===== config.mk =====
export PLATFORM = sky130hd
export DESIGN_NAME = joypad_reader
export DESIGN_NICKNAME = d
export VERILOG_FILES = /design/src/rtl/joypad_pkg.sv /design/src/rtl/joypad_capture.sv /design/src/rtl/joypad_reader.sv
export SDC_FILE = /design/constraint.sdc
export NUM_CORES = 1
export LEC_CHECK = 0
export CELL_PAD_IN_SITES_DETAIL_PLACEMENT = 2
export CELL_PAD_IN_SITES_GLOBAL_PLACEMENT = 2
export CORE_MARGIN = 2
export CORE_UTILIZATION = 37
export DETAILED_ROUTE_END_ITERATION = 8
export HOLD_SLACK_MARGIN = 0.12
export PLACE_DENSITY = 0.83
export SLEW_MARGIN = 0
export SYNTH_ARGS = -nofsm -noshare
export SYNTH_HDL_FRONTEND = slang
export SYNTH_HIERARCHICAL = 1
export SYNTH_SLANG_ARGS = --single-unit

===== constraint.sdc =====
create_clock -name clk -period 6.2 [get_ports clk]
set_input_delay 0.62 -clock clk [delete_from_list [all_inputs] [get_ports clk]]
set_output_delay 0.62 -clock clk [all_outputs]
set_load 0.01 [all_outputs]

===== src/rtl/joypad_pkg.sv =====
// joypad_pkg
//   Shared definitions for the dual-controller serial joypad reader:
//   - NUM_BUTTONS : number of buttons shifted out by each controller
//   - IDX_W       : width of the bit index that selects a button position
//   - state_t     : read-sequencer state encoding
package joypad_pkg;

  localparam int NUM_BUTTONS = 8;
  localparam int IDX_W       = $clog2(NUM_BUTTONS);

  typedef enum logic [2:0] {
    ST_IDLE     = 3'd0,
    ST_LATCH    = 3'd1,
    ST_SHIFT_LO = 3'd2,
    ST_SHIFT_HI = 3'd3,
    ST_DONE     = 3'd4
  } state_t;

endpackage


===== src/rtl/joypad_capture.sv =====
// joypad_capture
//   Per-player capture register. Each write stores the inverted serial bit
//   (the controller line is active-low) at the selected button position,
//   so the parallel output is active-high (1 = pressed).
// Ports
//   clk       : system clock, rising edge
//   reset_i   : synchronous active-high reset, clears all bits
//   wr_en_i   : write strobe for one button bit
//   wr_idx_i  : button position written when wr_en_i is high
//   data_n_i  : serial data from the controller, active-low
//   bits_o    : captured button set, active-high
module joypad_capture
  import joypad_pkg::*;
(
  input  logic                   clk,
  input  logic                   reset_i,
  input  logic                   wr_en_i,
  input  logic [IDX_W-1:0]       wr_idx_i,
  input  logic                   data_n_i,
  output logic [NUM_BUTTONS-1:0] bits_o
);

  logic [NUM_BUTTONS-1:0] bits_q;

  always_ff @(posedge clk) begin
    if (reset_i) begin
      bits_q <= '0;
    end else if (wr_en_i) begin
      bits_q[wr_idx_i] <= ~data_n_i;
    end
  end

  assign bits_o = bits_q;

endmodule


===== src/rtl/joypad_reader.sv =====
// joypad_reader
//   Reads two serial game controllers in parallel. A rising edge on start
//   runs one sequence: a latch pulse of two half periods, then eight shift
//   clocks, each a low half period followed by a high half period. Each
//   button is sampled in the last cycle of the low half period. At the end
//   both button sets are published together with a one-cycle valid pulse.
// Ports
//   clk          : system clock, rising edge
//   reset        : synchronous active-high reset
//   start        : poll request, rising edge starts a read (ignored while busy)
//   pad_latch    : parallel-load strobe to both controllers, active-high
//   pad_clk      : shift clock to both controllers, idles high
//   pad_data_p1  : serial data, controller 1, active-low
//   pad_data_p2  : serial data, controller 2, active-low
//   switches_p1  : last complete button set, player 1, active-high
//   switches_p2  : last complete button set, player 2, active-high
//   valid        : one-cycle pulse while the switches hold a fresh result
//   busy         : high from the first latch cycle through the done cycle
module joypad_reader
  import joypad_pkg::*;
#(
  parameter int HALF_PERIOD = 4
) (
  input  logic       clk,
  input  logic       reset,
  input  logic       start,
  output logic       pad_latch,
  output logic       pad_clk,
  input  logic       pad_data_p1,
  input  logic       pad_data_p2,
  output logic [7:0] switches_p1,
  output logic [7:0] switches_p2,
  output logic       valid,
  output logic       busy
);

  localparam logic [7:0]       HP_LOAD  = 8'(HALF_PERIOD - 1);
  localparam logic [IDX_W-1:0] LAST_IDX = IDX_W'(NUM_BUTTONS - 1);

  state_t                 state_q, state_d;
  logic [7:0]             cnt_q, cnt_d;
  logic [IDX_W-1:0]       idx_q, idx_d;
  // The latch pulse spans two half periods; the counter only holds one,
  // so this flag marks the second half.
  logic                   latch_ph_q, latch_ph_d;
  logic                   start_q;
  logic [7:0]             sw_p1_q, sw_p2_q;
  logic                   sample;
  logic                   start_edge;
  logic                   cnt_zero;
  logic [NUM_BUTTONS-1:0] cap_p1, cap_p2;

  assign start_edge = start & ~start_q;
  assign cnt_zero   = (cnt_q == 8'd0);

  always_comb begin
    state_d    = state_q;
    cnt_d      = cnt_q;
    idx_d      = idx_q;
    latch_ph_d = latch_ph_q;
    sample     = 1'b0;
    unique case (state_q)
      ST_IDLE: begin
        if (start_edge) begin
          state_d    = ST_LATCH;
          cnt_d      = HP_LOAD;
          latch_ph_d = 1'b0;
        end
      end
      ST_LATCH: begin
        if (!cnt_zero) begin
          cnt_d = cnt_q - 8'd1;
        end else if (!latch_ph_q) begin
          latch_ph_d = 1'b1;
          cnt_d      = HP_LOAD;
        end else begin
          state_d = ST_SHIFT_LO;
          idx_d   = '0;
          cnt_d   = HP_LOAD;
        end
      end
      ST_SHIFT_LO: begin
        if (!cnt_zero) begin
          cnt_d = cnt_q - 8'd1;
        end else begin
          sample  = 1'b1;
          state_d = ST_SHIFT_HI;
          cnt_d   = HP_LOAD;
        end
      end
      ST_SHIFT_HI: begin
        if (!cnt_zero) begin
          cnt_d = cnt_q - 8'd1;
        end else if (idx_q == LAST_IDX) begin
          state_d = ST_DONE;
          cnt_d   = HP_LOAD;
        end else begin
          state_d = ST_SHIFT_LO;
          idx_d   = idx_q + IDX_W'(1);
          cnt_d   = HP_LOAD;
        end
      end
      ST_DONE: begin
        state_d = ST_IDLE;
      end
      default: begin
        state_d = ST_IDLE;
      end
    endcase
  end

  always_ff @(posedge clk) begin
    if (reset) begin
      state_q    <= ST_IDLE;
      cnt_q      <= 8'd0;
      idx_q      <= '0;
      latch_ph_q <= 1'b0;
      // Held at 1 so a start line that is already high leaving reset
      // is not mistaken for a fresh request.
      start_q    <= 1'b1;
      sw_p1_q    <= 8'h00;
      sw_p2_q    <= 8'h00;
    end else begin
      state_q    <= state_d;
      cnt_q      <= cnt_d;
      idx_q      <= idx_d;
      latch_ph_q <= latch_ph_d;
      start_q    <= start;
      // Publish on the edge entering DONE so the switches are already
      // stable during the cycle valid is high.
      if (state_d == ST_DONE) begin
        sw_p1_q <= cap_p1;
        sw_p2_q <= cap_p2;
      end
    end
  end

  joypad_capture u_cap_p1 (
    .clk      (clk),
    .reset_i  (reset),
    .wr_en_i  (sample),
    .wr_idx_i (idx_q),
    .data_n_i (pad_data_p1),
    .bits_o   (cap_p1)
  );

  joypad_capture u_cap_p2 (
    .clk      (clk),
    .reset_i  (reset),
    .wr_en_i  (sample),
    .wr_idx_i (idx_q),
    .data_n_i (pad_data_p2),
    .bits_o   (cap_p2)
  );

  assign pad_latch   = (state_q == ST_LATCH);
  assign pad_clk     = (state_q != ST_SHIFT_LO);
  assign busy        = (state_q != ST_IDLE);
  assign valid       = (state_q == ST_DONE);
  assign switches_p1 = sw_p1_q;
  assign switches_p2 = sw_p2_q;

endmodule


==> metrics.yaml <==
logic_synthesis:
  ys_dominant_reg_cell: "sky130_fd_sc_hd__dfxtp_1"
  asyncSetResetFlopFracSynth: 0
  number_of_synthesized_flops_with_an_enable_pin: 0
  yosysUniqueCellTypes: 48
  synth-warning-count: 6
  synth.yosys.seq_area_share: 0.434
  synth_nets: 249
  leading_area_contributor_after_synthesis: "sky130_fd_sc_hd__dfxtp_1"
  ys_top_cells_by_area: "sky130_fd_sc_hd__dfxtp_1 (43%), sky130_fd_sc_hd__mux2i_1 (7.2%), sky130_fd_sc_hd__nand2_1 (6.6%)"
  area_of_the_mapped_netlist_sq_mm: 0.00221
  synthesis.instances: 241
  share_of_yosys_cell_area_claimed_by_the_top_area_cell_type: 0.434
  syn_avg_cell_area_sq_um: 9.19
  ys_ff_latch: 48
layout:
  antenna-diode-count: 0
  finish.net_count: 268
  most_common_library_cell_in_the_layout_ignoring_fill_and_taps: "sky130_fd_sc_hd__dfxtp_1"
  drive_gt1_frac: 0.0728
  most-common-layout-cells: "sky130_fd_sc_hd__dfxtp_1 (48), sky130_fd_sc_hd__nand2_1 (39), sky130_fd_sc_hd__a21oi_1 (24), sky130_fd_sc_hd__clkdlybuf4s50_1 (24), sky130_fd_sc_hd__nand2b_1 (17)"
  area.growth.synth_to_final_pct: 17.5
clock_tree:
  post_cts_resize_count: 0
  cts.sinks: 48
  cts_setup_buffers: 0
  cts_made_buffers: 5
  cts_tree: "yes"
  postCtsHoldBufs: 0
  path_clk_slew_ns: 0.10
  clockBufferDepth: 2
  cts_root_buf: "sky130_fd_sc_hd__clkbuf_8"
  htreeDepth: 2
  clk_latency_ns: 0.30
worst_setup_path:
  worst_r2r_endpoint: "u_cap_p2/bits_o[0]"
  cpMaxStageDelayCell: "sky130_fd_sc_hd__dfxtp_1"
  crit_path_start: "state_q[1]"
  worst_r2r_startpoint: "cnt_q[0]"
  r2r_cells: 8
  crit_path_max_incr_delay_ns: 0.56
  path_cells: "or3b_2 > clkdlybuf4s50_1"
  crit_required_ns: 5.58
  worst-setup-path-type: "flop to output pin"
  critical_path.startpoint_type: "flop"
  timing.reg2reg.setup_slack_ns: 3.72
  worst_ep_arrival_time_ns: 1.87
  worst_path_maximum_fanout: 13
  endpoint_kind: "output pin"
  setup.worst_path.end: "pad_clk"
place:
  pre_cts_ws_ns: 3.73
  dpl.hpwl_microns: 3430
  place.port_buffers: 24
  place.gp.congestion: 0.798
floorplanning:
  fp.coreArea_sq_mm: 0.00585
  std_cell_rows: 28
  die_width_microns: 81.4
  die_height_microns: 81.4
  pin_count: 25
  initial_core_util: 0.379
  dieArea_sq_mm: 0.00662
timing:
  fmax_mhz: 402
  hold_viol: 0
  timing.clock.skew_ns: 0.0109
  finalMaxSlewViolations: 0
  finalWorstPathRequiredPeriod_ns: 2.49
  unrepaired_setup_endpoints_after_global_routing: "false"
  slew_headroom: 0.418
  fin_ws_ns: 3.71
  period_share: 0.401
  totalNegativeSetupSlack_ns: 0
  setup-violations-final: 0
  max_slew.worst_pin.slew_ns: 0.870
global_route:
  global_route.usage.total: 0.176
  grt_pass1_vias: 1845
  grt_first_pass_wirelength_microns: 9070
  grt_start_max_net_pins: 52
  grt_overflow: 0
  antenna_found_initial: 0
detailed_routing:
  drt_first_pass_iters: 4
  post_drt_via_cell_ratio: 5.37
  final_wl_microns: 5440
  drt.antenna.violating_nets: 0
  dr_total_vias: 1805
  detail_route.drc_violations: 0
  drt_iter0_drc: 46
  drt-wirelength-per-cell_microns: 16.2
power:
  power.density_mw_per_mm2: 233
  total_power_uw: 607
  ir_drop_v: 0.000120
  leakagePower_uw: 0.000899
run_status:
  status: "finished, final reports clean"
min_path:
  hold_class: "flop to flop"
run:
  drv.max_cap_violation_count: 0
[stage by stage]
step	hold slack, ns	instance area, sq um	utilization	cells
4_1_cts	0.467	2600	0.445	336
2_1_floorplan	0.432	2210	-	241
5_1_grt	0.485	2600	0.445	336
6_report	0.461	2600	0.445	336
3_3_place_gp	0.443	2480	0.424	328
3_5_place_dp	0.453	2480	0.424	328
[Yosys cell counts (all sizes together) (2+ instances only)]
cell type  number
dfxtp          48
nand2          39
a21oi          24
nand2b         17
mux2i          16
nor2           10
clkbuf          9
and4bb          6
nand4b          6
o21ai           6
buf             5
nand4           5
or2             4
ha              3
inv             3
nand3b          3
nor4            3
a211oi          2
a221oi          2
and2            2
nand3           2
nor3            2
nor3b           2
nor4b           2
nor4bb          2
o2111ai         2
or3             2
[metal layers]
metal	wire (microns)	up-vias	track usage
li1	-	898	-
met1	2630	878	0.233
met2	2650	25	0.294
met3	123	4	0.0300
met4	42	0	0.0508
met5	0	-	0
[worst min path at each step]
stage,from,to,slack [ns],depth (start not counted)
5_1_grt,switches_p2[2],switches_p2[2],0.49,2
2_1_floorplan,u_cap_p1/bits_o[0],switches_p1[0],0.43,2
3_3_place_gp,u_cap_p1/bits_o[5],switches_p1[5],0.44,2
4_1_cts,u_cap_p1/bits_o[5],switches_p1[5],0.47,2
3_5_place_dp,u_cap_p1/bits_o[5],switches_p1[5],0.45,2
6_report,u_cap_p2/bits_o[2],switches_p2[2],0.46,2
[power by group]
part / internal (uW) / total (uW) / switching, uW
Sequential: 312 / 316 / 4.60
Combinational: 20.0 / 49.6 / 29.5
Clock: 132 / 241 / 109
[flip-flops by register name, summed over array words and instances, names as in the netlist]
name,count
start_q,1
switches_p1,8
state_q,3
cnt_q,8
idx_q,3
switches_p2,8
u_cap_p2/bits_o,8
u_cap_p1/bits_o,8
latch_ph_q,1
[final cells by class]
type                    count  area, sq um
clock buffers               6         82.6
clock inverters             2         38.8
fillers                   638         3250
inverters                   3         11.3
multi-input cells         176         1160
flip-flops and latches     48          961
well taps                  75         93.8
repair buffers             26          255
[logic make-up (layout without fill, tap and decap cells)]
kind of cell / count (synthesis) / count (layout) / share of synthesized area
adders and majority gates: 3 / 3 / 0.0170
muxes: 16 / 16 / 0.0723
and+or+nand+nor: 112 / 112 / 0.311
DFF: 48 / 48 / 0.434
AOI/OAI and AO/OA: 45 / 45 / 0.123
buffers and inverters: 17 / 37 / 0.0424
[critical path: cells and delay by family (launching register included)]
kind          cells  cell delay (ns)
buf+inv           1             0.51
flops             1             0.56
simple gates      1             0.50
Power figures use the tool's default switching activity.
